[src/rtl/aidan_mcnay_div_arbiter_pkg.sv]
// Shared types and constants for the round-robin divider arbiter.
// Stats option is controlled by AIDAN_MCNAY_DIV_ARB_STATS_EN in the top.
package aidan_mcnay_div_arbiter_pkg;

    typedef enum logic [1:0] {
        IDLE  = 2'd0,
        ISSUE = 2'd1,
        WAIT  = 2'd2
    } state_t;

    localparam int STAT_W = 8;

    // Index width for a pointer over n requesters; never narrower than 1 bit.
    function automatic int clog2_idx(input int n);
        return (n <= 2) ? 1 : $clog2(n);
    endfunction

endpackage

[src/rtl/aidan_mcnay_rr_pick.sv]
// Combinational round-robin pick: first asserted request after ptr, wrapping
// at nreq-1 explicitly so non-power-of-two counts never select a phantom index.
module aidan_mcnay_rr_pick #(
    parameter int nreq = 4,
    parameter int pw   = 2
) (
    input  logic [nreq-1:0] req,
    input  logic [pw-1:0]   ptr,
    output logic [pw-1:0]   grant,
    output logic            any
);

    logic [pw-1:0] idx;

    always_comb begin
        grant = '0;
        any   = 1'b0;
        idx   = ptr;
        for (int k = 0; k < nreq; k++) begin
            idx = (idx == pw'(nreq - 1)) ? '0 : idx + 1'b1;
            if (!any && req[idx]) begin
                grant = idx;
                any   = 1'b1;
            end
        end
    end

endmodule

[src/rtl/aidan_mcnay_div_arbiter.sv]
// Shares one val/rdy divider among nreq requesters, round-robin, one in flight.
// Define AIDAN_MCNAY_DIV_ARB_STATS_EN to add per-requester completion counters.
module aidan_mcnay_div_arbiter
    import aidan_mcnay_div_arbiter_pkg::*;
#(
    parameter int nbits = 16,
    parameter int nreq  = 4
) (
    input  logic                  clk,
    input  logic                  reset,
    input  logic [nreq-1:0]       req_istream_val,
    output logic [nreq-1:0]       req_istream_rdy,
    input  logic [nreq*nbits-1:0] req_dividend,
    input  logic [nreq*nbits-1:0] req_divisor,
    output logic [nreq-1:0]       req_ostream_val,
    input  logic [nreq-1:0]       req_ostream_rdy,
    output logic [nbits-1:0]      resp_result,
    output logic                  div_istream_val,
    input  logic                  div_istream_rdy,
    output logic [nbits-1:0]      div_dividend,
    output logic [nbits-1:0]      div_divisor,
    input  logic                  div_ostream_val,
    output logic                  div_ostream_rdy,
    input  logic [nbits-1:0]      div_result,
    output logic                  busy
`ifdef AIDAN_MCNAY_DIV_ARB_STATS_EN
    ,
    output logic [nreq*STAT_W-1:0] stat_done_count
`endif
);

    localparam int PW = clog2_idx(nreq);

    state_t           state, state_next;
    logic [PW-1:0]    ptr, g, pick;
    logic             any;
    logic             done;
    logic [nbits-1:0] dividend_q, divisor_q;
    logic [nbits-1:0] dvd_arr [nreq];
    logic [nbits-1:0] dvs_arr [nreq];

    for (genvar i = 0; i < nreq; i++) begin : g_unpack
        assign dvd_arr[i] = req_dividend[i*nbits +: nbits];
        assign dvs_arr[i] = req_divisor[i*nbits +: nbits];
    end

    aidan_mcnay_rr_pick #(
        .nreq (nreq),
        .pw   (PW)
    ) u_pick (
        .req   (req_istream_val),
        .ptr   (ptr),
        .grant (pick),
        .any   (any)
    );

    assign done = (state == WAIT) && div_ostream_val && req_ostream_rdy[g];

    always_ff @(posedge clk) begin
        if (reset) begin
            state      <= IDLE;
            ptr        <= PW'(nreq - 1);
            g          <= '0;
            dividend_q <= '0;
            divisor_q  <= '0;
        end else begin
            state <= state_next;
            if (state == IDLE && any) begin
                g          <= pick;
                dividend_q <= dvd_arr[pick];
                divisor_q  <= dvs_arr[pick];
            end
            // Completed requester drops to lowest priority for the next pick.
            if (done)
                ptr <= g;
        end
    end

    always_comb begin
        state_next      = state;
        req_istream_rdy = '0;
        req_ostream_val = '0;
        div_istream_val = 1'b0;
        div_ostream_rdy = 1'b0;
        case (state)
            IDLE: begin
                if (any) begin
                    req_istream_rdy[pick] = 1'b1;
                    state_next            = ISSUE;
                end
            end
            ISSUE: begin
                div_istream_val = 1'b1;
                if (div_istream_rdy)
                    state_next = WAIT;
            end
            WAIT: begin
                req_ostream_val[g] = div_ostream_val;
                div_ostream_rdy    = req_ostream_rdy[g];
                if (done)
                    state_next = IDLE;
            end
            default: state_next = IDLE;
        endcase
    end

    assign div_dividend = dividend_q;
    assign div_divisor  = divisor_q;
    assign resp_result  = div_result;
    assign busy         = (state != IDLE);

`ifdef AIDAN_MCNAY_DIV_ARB_STATS_EN
    for (genvar i = 0; i < nreq; i++) begin : g_stat
        logic [STAT_W-1:0] cnt;
        always_ff @(posedge clk) begin
            if (reset)
                cnt <= '0;
            else if (done && g == PW'(i) && cnt != '1)
                cnt <= cnt + 1'b1;
        end
        assign stat_done_count[i*STAT_W +: STAT_W] = cnt;
    end
`endif

endmodule
[config.mk]
export PLATFORM = sky130hd
export DESIGN_NAME = aidan_mcnay_div_arbiter
export DESIGN_NICKNAME = d
export VERILOG_FILES = /design/src/rtl/aidan_mcnay_div_arbiter_pkg.sv /design/src/rtl/aidan_mcnay_rr_pick.sv /design/src/rtl/aidan_mcnay_div_arbiter.sv
export SDC_FILE = /design/constraint.sdc
export NUM_CORES = 1
export LEC_CHECK = 0
export CORE_MARGIN = 1
export CORE_UTILIZATION = 33
export DETAILED_ROUTE_END_ITERATION = 10
export PLACE_DENSITY = 0.89
export SYNTH_ARGS = -nofsm -noshare
export SYNTH_HDL_FRONTEND = slang
export SYNTH_SLANG_ARGS = --single-unit
[constraint.sdc]
create_clock -name clk -period 2.74 [get_ports clk]
set_input_delay 0.685 -clock clk [delete_from_list [all_inputs] [get_ports clk]]
set_output_delay 0.685 -clock clk [all_outputs]
set_load 0.01 [all_outputs]
==> reports/summary.md <==
- final global-route overflow total: 0
- vias after detailed routing: 2590
- routed wire length: 8257 µm
- wire length of the first global-routing pass: 13120 µm
- count of inserted antenna diode cells: 0
- half-perimeter wire length after placement: 6494 µm
- endpoints failing hold: 0
- routability congestion estimate: 0.8313
- post-layout total power: 1.825 mW
- CTS H-Tree Depth: 2
- leakage dissipation: 1.681 nW
- Mapped Area: 0.002544 mm²
- die extent in y: 89.80 µm
- start-to-end type of the worst setup path: in2out
- reg-to-reg slack, setup: 0.31 ns
- number of top-level design ports: 215
- Yosys warning total: 0
- Horiz. Die Dim: 89.80 µm
- Util after Layout: 60.87%
- share of the yosys chip area belonging to registers: 29.91%
- Required @ worst endpoint: 2.06 ns
- worst slew margin relative to its limit: 60.75%
- Synth Net Count: 408
- Die Footprint: 0.008063 mm²
- launching instance or port of the critical path: req_ostream_rdy[1]
- mean post-synth cell area: 10.13 µm²
- number of antenna violations at the first check in global routing: 0
- layout cell share with drive strength beyond 1: 15.51%
- met1 track demand over resource: 20.87%
- Clock Sink Count: 38
- global-route total usage across every layer: 20.16%
- Hold Crit Depth: 2
- number of filler instances in the final layout: 618
- hold path startpoint: div_divisor[4]
- transition time of the tightest slew-check pin: 0.5887 ns
- clock edge transition at the registers on the reported setup and hold paths: 0.08 ns
- Clock Skew: 0.008423 ns
- most area-consuming cells after synthesis: sky130_fd_sc_hd__dfxtp_1 30%, sky130_fd_sc_hd__mux2i_1 26%, sky130_fd_sc_hd__o221ai_2 18%
- top achievable clock speed: 372.9 MHz
- synthesis-to-finish area growth: 76.34%
- number of distinct library cells after synthesis: 31
- cell count after synthesis: 251
- number of enable-type register cells in the synthesized netlist: 0
- global routing's busiest layer: met2
- Synth Register Bits: 38
- average wire per standard cell: 15.94 µm
- Starting DRT DRC Count: 47
- Initial Util: 34.52%
- highest net fanout along the worst path: 2
- final net count: 575
- later-pin clock latency in the skew report: 0.28 ns
- Num CTS Buffers: 5
- remaining antenna violation count after routing: 0
- crit path capture type: primary output
- Tightest Hold Check Type: reg2reg
- Finish-stage setup viols: 0
- first drt pass iteration count: 4
- Longest Clk Path Bufs: 2
- Setup crit start kind: input port
- largest net degree at the start of global routing: 36
- Commonest cells post-synth: 65 x sky130_fd_sc_hd__mux2i_1, 38 x sky130_fd_sc_hd__dfxtp_1, 35 x sky130_fd_sc_hd__nand2_1, 30 x sky130_fd_sc_hd__o221ai_2, 19 x sky130_fd_sc_hd__buf_4
- number of max-slew violations in the final report: 0
- proportion of netlist area held by the largest area contributor: 29.91%
- number of rows in the core area: 31
- total placed cells including tap cells: 509
- worst voltage drop across the vdd grid: 212.1 µV
- hold slack: 0.4745 ns
- max-cap viol count: 0
- library cell used as clock root buffer: sky130_fd_sc_hd__clkbuf_8
- placed inst area: 0.004374 mm²
- min Tclk post-route: 2.682 ns
- hold path endpoint: div_divisor[4]
- global-route met3 utilization: 5.499%
- most common cell in the netlist: sky130_fd_sc_hd__mux2i_1
- area inside the core boundary: 0.007370 mm²
- Cell Count, Final, Fillers Out: 518
- TritonCTS clock tree: yes
- power density normalized to cell area: 406.8 mW/mm²
- number of global-route vias before repair: 2754
- vias per cell: 5.000
- cell accounting for the most synthesized area: sky130_fd_sc_hd__dfxtp_1
- routing usage on met2: 38.40%
- R2R depth: 8
- design area: 0.004486 mm²
- DRC violation count after routing: 0
- worst reg2reg path endpoint: div_divisor[1]
- number of buffers added on ports: 182
- Async S/R FF share, synth: 0%
- main flop type after synthesis: sky130_fd_sc_hd__dfxtp_1
- run status: finished, final reports clean
- final clock period utilization by the worst path: 97.87%
- worst reg2reg startpoint: ptr[0]
- arrival time of data at the critical path endpoint: 2.00 ns
[cell families after synthesis]
group           after synthesis  share of synthesized area, %
compound gates               44                         22.23
fa+ha+maj                     1                        0.4918
mux                          66                         26.46
simple gates                 62                         10.58
buf+inv                      40                         10.33
flops                        38                         29.91
[final cells by class]
cell class	instances	area (µm²)	share of cell area [%]
Timing Repair Buffer	196	1939	43.24
Multi-Input combinational cell	173	1549	34.53
Sequential cell	38	763.2	17.02
Tap cell	99	123.9	2.762
Clock buffer	6	82.58	1.841
Inverter	4	15.01	0.3347
Clock inverter	2	12.51	0.2789
[worst max-delay path by stage]
stage / to / depth (start not counted)
floorplan: req_istream_rdy[1] / 8
global placement: req_istream_rdy[0] / 6
detailed placement: req_istream_rdy[0] / 6
CTS: div_ostream_rdy / 4
global route: req_istream_rdy[1] / 6
finish: div_ostream_rdy / 4
[cell usage in the layout, fill, tap and decap left out]
master,n
sky130_fd_sc_hd__a211o_1,2
sky130_fd_sc_hd__a21oi_1,4
sky130_fd_sc_hd__a22oi_1,1
sky130_fd_sc_hd__and2_1,1
sky130_fd_sc_hd__buf_12,2
sky130_fd_sc_hd__buf_2,2
sky130_fd_sc_hd__buf_4,12
sky130_fd_sc_hd__clkbuf_8,6
sky130_fd_sc_hd__clkdlybuf4s15_1,2
sky130_fd_sc_hd__clkdlybuf4s50_1,173
sky130_fd_sc_hd__clkinv_2,1
sky130_fd_sc_hd__clkinvlp_4,1
sky130_fd_sc_hd__dfxtp_1,36
sky130_fd_sc_hd__dfxtp_2,2
sky130_fd_sc_hd__dlygate4sd2_1,4
sky130_fd_sc_hd__dlymetal6s2s_1,1
sky130_fd_sc_hd__ha_4,1
sky130_fd_sc_hd__inv_1,3
sky130_fd_sc_hd__inv_2,1
sky130_fd_sc_hd__mux2i_1,65
sky130_fd_sc_hd__mux4_2,1
sky130_fd_sc_hd__nand2_1,35
sky130_fd_sc_hd__nand2b_1,2
sky130_fd_sc_hd__nand3_1,2
sky130_fd_sc_hd__nor2_1,12
sky130_fd_sc_hd__nor2b_1,2
sky130_fd_sc_hd__nor2b_2,1
sky130_fd_sc_hd__nor3_1,2
sky130_fd_sc_hd__nor3_4,1
sky130_fd_sc_hd__nor4_2,1
sky130_fd_sc_hd__o211a_1,1
sky130_fd_sc_hd__o221ai_1,2
sky130_fd_sc_hd__o221ai_2,30
sky130_fd_sc_hd__o31a_1,1
sky130_fd_sc_hd__o31ai_1,1
sky130_fd_sc_hd__o32a_1,1
sky130_fd_sc_hd__o41ai_2,1
sky130_fd_sc_hd__or2_1,1
sky130_fd_sc_hd__or2_2,1
sky130_fd_sc_hd__or3_2,1
[routing by layer]
layer / share of wire, % / up-vias
li1: - / 1254
met2: 53 / 110
met1: 38 / 1206
met3: 7.2 / 20
met5: 0 / -
met4: 1.8 / 0
[stage by stage]
step | setup TNS (ns) | setup slack [ns]
global placement | -3.846 | -0.4965
global route | -0.001877 | -0.001877
CTS | 0 | 0.005033
floorplan | 0 | 0.2146
finish | 0 | 0.05834
detailed placement | -6.618 | -0.5289
[flip-flops by register name, indices dropped and copies added, names as in the netlist]
register / count
ptr: 2
div_divisor: 16
g: 2
div_dividend: 16
state: 2
[worst max-delay path, stage by stage]
cell and delay (ns):
sky130_fd_sc_hd__clkdlybuf4s50_1 0.43, sky130_fd_sc_hd__mux4_2 0.48, sky130_fd_sc_hd__and2_1 0.17, sky130_fd_sc_hd__clkdlybuf4s15_1 0.23
[timing repair]
item / in CTS / in global routing
gates resized for setup: 16 / 6
pin swaps: 5 / 6
setup endpoints to repair: 5 / 5
hold buffers: 0 / 0
buffers inserted: 0 / 1
[power breakdown]
| part | internal [mW] | switching (mW) |
|---|---|---|
| Sequential | 0.625 | 0.0431 |
| Combinational | 0.457 | 0.294 |
| Clock | 0.202 | 0.203 |
(Power assumes the default switching activity.)
==> patch: new RTL, same settings <==
Re-encode `state_t` (3 states) as one-hot, 3 bits wide.
--- a/src/rtl/aidan_mcnay_div_arbiter_pkg.sv
+++ b/src/rtl/aidan_mcnay_div_arbiter_pkg.sv
@@ -3,8 +3,8 @@
 package aidan_mcnay_div_arbiter_pkg;
 
-    typedef enum logic [1:0] {
-        IDLE  = 2'd0,
-        ISSUE = 2'd1,
-        WAIT  = 2'd2
+    typedef enum logic [2:0] {
+        IDLE  = 3'b001,
+        ISSUE = 3'b010,
+        WAIT  = 3'b100
     } state_t;
 
Function: no difference found for any inputs over 10 cycles, from zero or initial values and one cycle with reset high; not proved beyond that.
==> patch against the unedited design <==
Utilization grew 2.2 points; wire length fell by 0.38%; register-to-register slack better by 0.25 ns; area after synthesis decreased by 4.8%; first-iteration DRC count rose by 40%; sequential power up 4.5%; clock skew down 0.0038 ns; synthesized cell count up 3.6%; final area shrank 2.3%; clock power rose by 6.9%; total power grew 2.8%; worst hold slack worse by 0.013 ns; sequential cell count grew 1; worst setup slack lost 0.017 ns; largest power group unchanged.
==> patch: results (changes against the unedited design) <==
{| class="wikitable"
! Metric !! Value
|-
| Result of the run || completed
|-
| Mux share of post-synthesis cell area || 0.274 (+0.00927)
|-
| Net total in the final layout || 589 (+2.4%)
|-
| First-pass GRT wire length || 12600 µm (-3.6%)
|-
| Hold WS || 0.461 ns (-0.0131 ns)
|-
| Routed wirelength normalized by instance count || 15.6 µm (-2.4%)
|-
| Compound-gate portion of the synthesized area || 0.153 (-0.0694)
|-
| Met3 usage || 0.0631 (+0.00816)
|-
| Drt pass-1 iters || 4 (unchanged)
|-
| Synth unique cells || 37 (+19%)
|-
| Adder-Cell Fraction of Synth Area || 0.00517 (+0.000249)
|-
| 1st-iter DRT viols || 66 (+40%)
|-
| Vias per cell || 5.03 (+0.60%)
|-
| Standby leakage power || 1.71 nW (+1.7%)
|-
| Minimum setup slack among reg-to-reg paths || 0.56 ns (+0.25 ns)
|-
| Most frequent cells after synthesis || 64 x mux2i_1, 41 x nand2_1, 39 x dfxtp_1
|-
| Cell area after synthesis || 2420 µm² (-4.8%)
|-
| Hold worst-path end || div_dividend[12]$_SDFFE_PP0P_
|-
| Launch point of the worst hold path || div_dividend[12]$_SDFFE_PP0P_
|-
| Post-synth net total || 417 (+2.2%)
|-
| Setup Slack @ Placement || -0.495 ns (+0.0335 ns)
|-
| Worst IR drop on VDD || 204 µV (-3.6%)
|-
| Total GRT Usage || 0.212 (+0.00992)
|-
| Post-route clock skew || 0.00460 ns (-0.00382 ns)
|-
| Worst r2r dst || div_divisor[5]$_SDFFE_PP0P_
|-
| Post-DP HPWL || 6640 µm (+2.3%)
|-
| Normalized max-slew margin || 0.618 (+0.0103)
|-
| Number of cells traversed by the worst register-to-register path || 7 (-1)
|-
| Share of layout cells above drive strength 1 || 0.0831 (-0.0720)
|}
==> patch: changes by cell type in the layout (fill, tap and decap cells not counted), moves of 3 or more <==
cell      unedited run  this run
a21oi_1              4         7
and3_1               0         4
clkbuf_2             0         3
dfxtp_1             36        39
nand2_1             35        41
nor2_1              12         6
o221ai_1             2        32
o221ai_2            30         0
==> patch: cell families after synthesis <==
group	count (synthesis)
AOI/OAI and AO/OA	47
and+or+nand+nor	73
muxes	65
buffers and inverters	35
adders and majority gates	1
DFF	39
==> patch: through the flow <==
step | cells | area, µm²
after floorplan | 260 | 2420
after global placement | 520 | 4290
after detailed placement | 520 | 4290
after CTS | 529 | 4390
after global routing | 529 | 4380
final | 529 | 4380
==> patch: final cells by class <==
| type | instances | area, µm² |
|---|---|---|
| multi-input combinational | 186 | 1430 |
| sequential | 39 | 781 |
| tap | 96 | 120 |
| fill | 578 | 2560 |
| inverter | 2 | 7.51 |
| clock buffer | 8 | 100 |
| timing repair buffer | 198 | 1950 |
==> patch: how the worst max path moves through the flow <==
stage	from	to	slack [ns]	depth (start not counted)
final	req_ostream_rdy[3]	div_ostream_rdy	0.04	4
after global routing	req_istream_val[2]	req_istream_rdy[1]	0.01	6
after CTS	req_istream_val[2]	req_istream_rdy[3]	-0.02	5
after detailed placement	req_istream_val[1]	req_istream_rdy[3]	-0.50	5
after global placement	req_istream_val[1]	req_istream_rdy[3]	-0.49	5
after floorplan	req_istream_val[1]	req_istream_rdy[0]	0.34	6
==> patch: worst min-delay path, stage by stage (launching register included) <==
cell,delay (ns)
dfxtp_1,0.33
nand2_1,0.05
o221ai_1,0.05
==> patch: power breakdown <==
part / internal (mW) / leakage [nW] / switching [mW] / total [mW]
registers: 0.649 / 0.321 / 0.0487 / 0.698
clock network: 0.230 / 0.0515 / 0.203 / 0.433
logic: 0.460 / 1.34 / 0.285 / 0.745
==> patch: timing repair <==
action / 4_1_cts / 5_1_grt
gates cloned: 0 / 0
pin swaps: 1 / 1
endpoints found under the setup margin: 7 / 6
buffers inserted: 1 / 0
resized for setup: 13 / 7
==> patch: routing by layer <==
metal | share of wire | vias to the layer above
met1 | 0.39 | 1252
met3 | 0.067 | 13
li1 | - | 1295
met2 | 0.53 | 101
met5 | 0 | -
met4 | 0.013 | 0
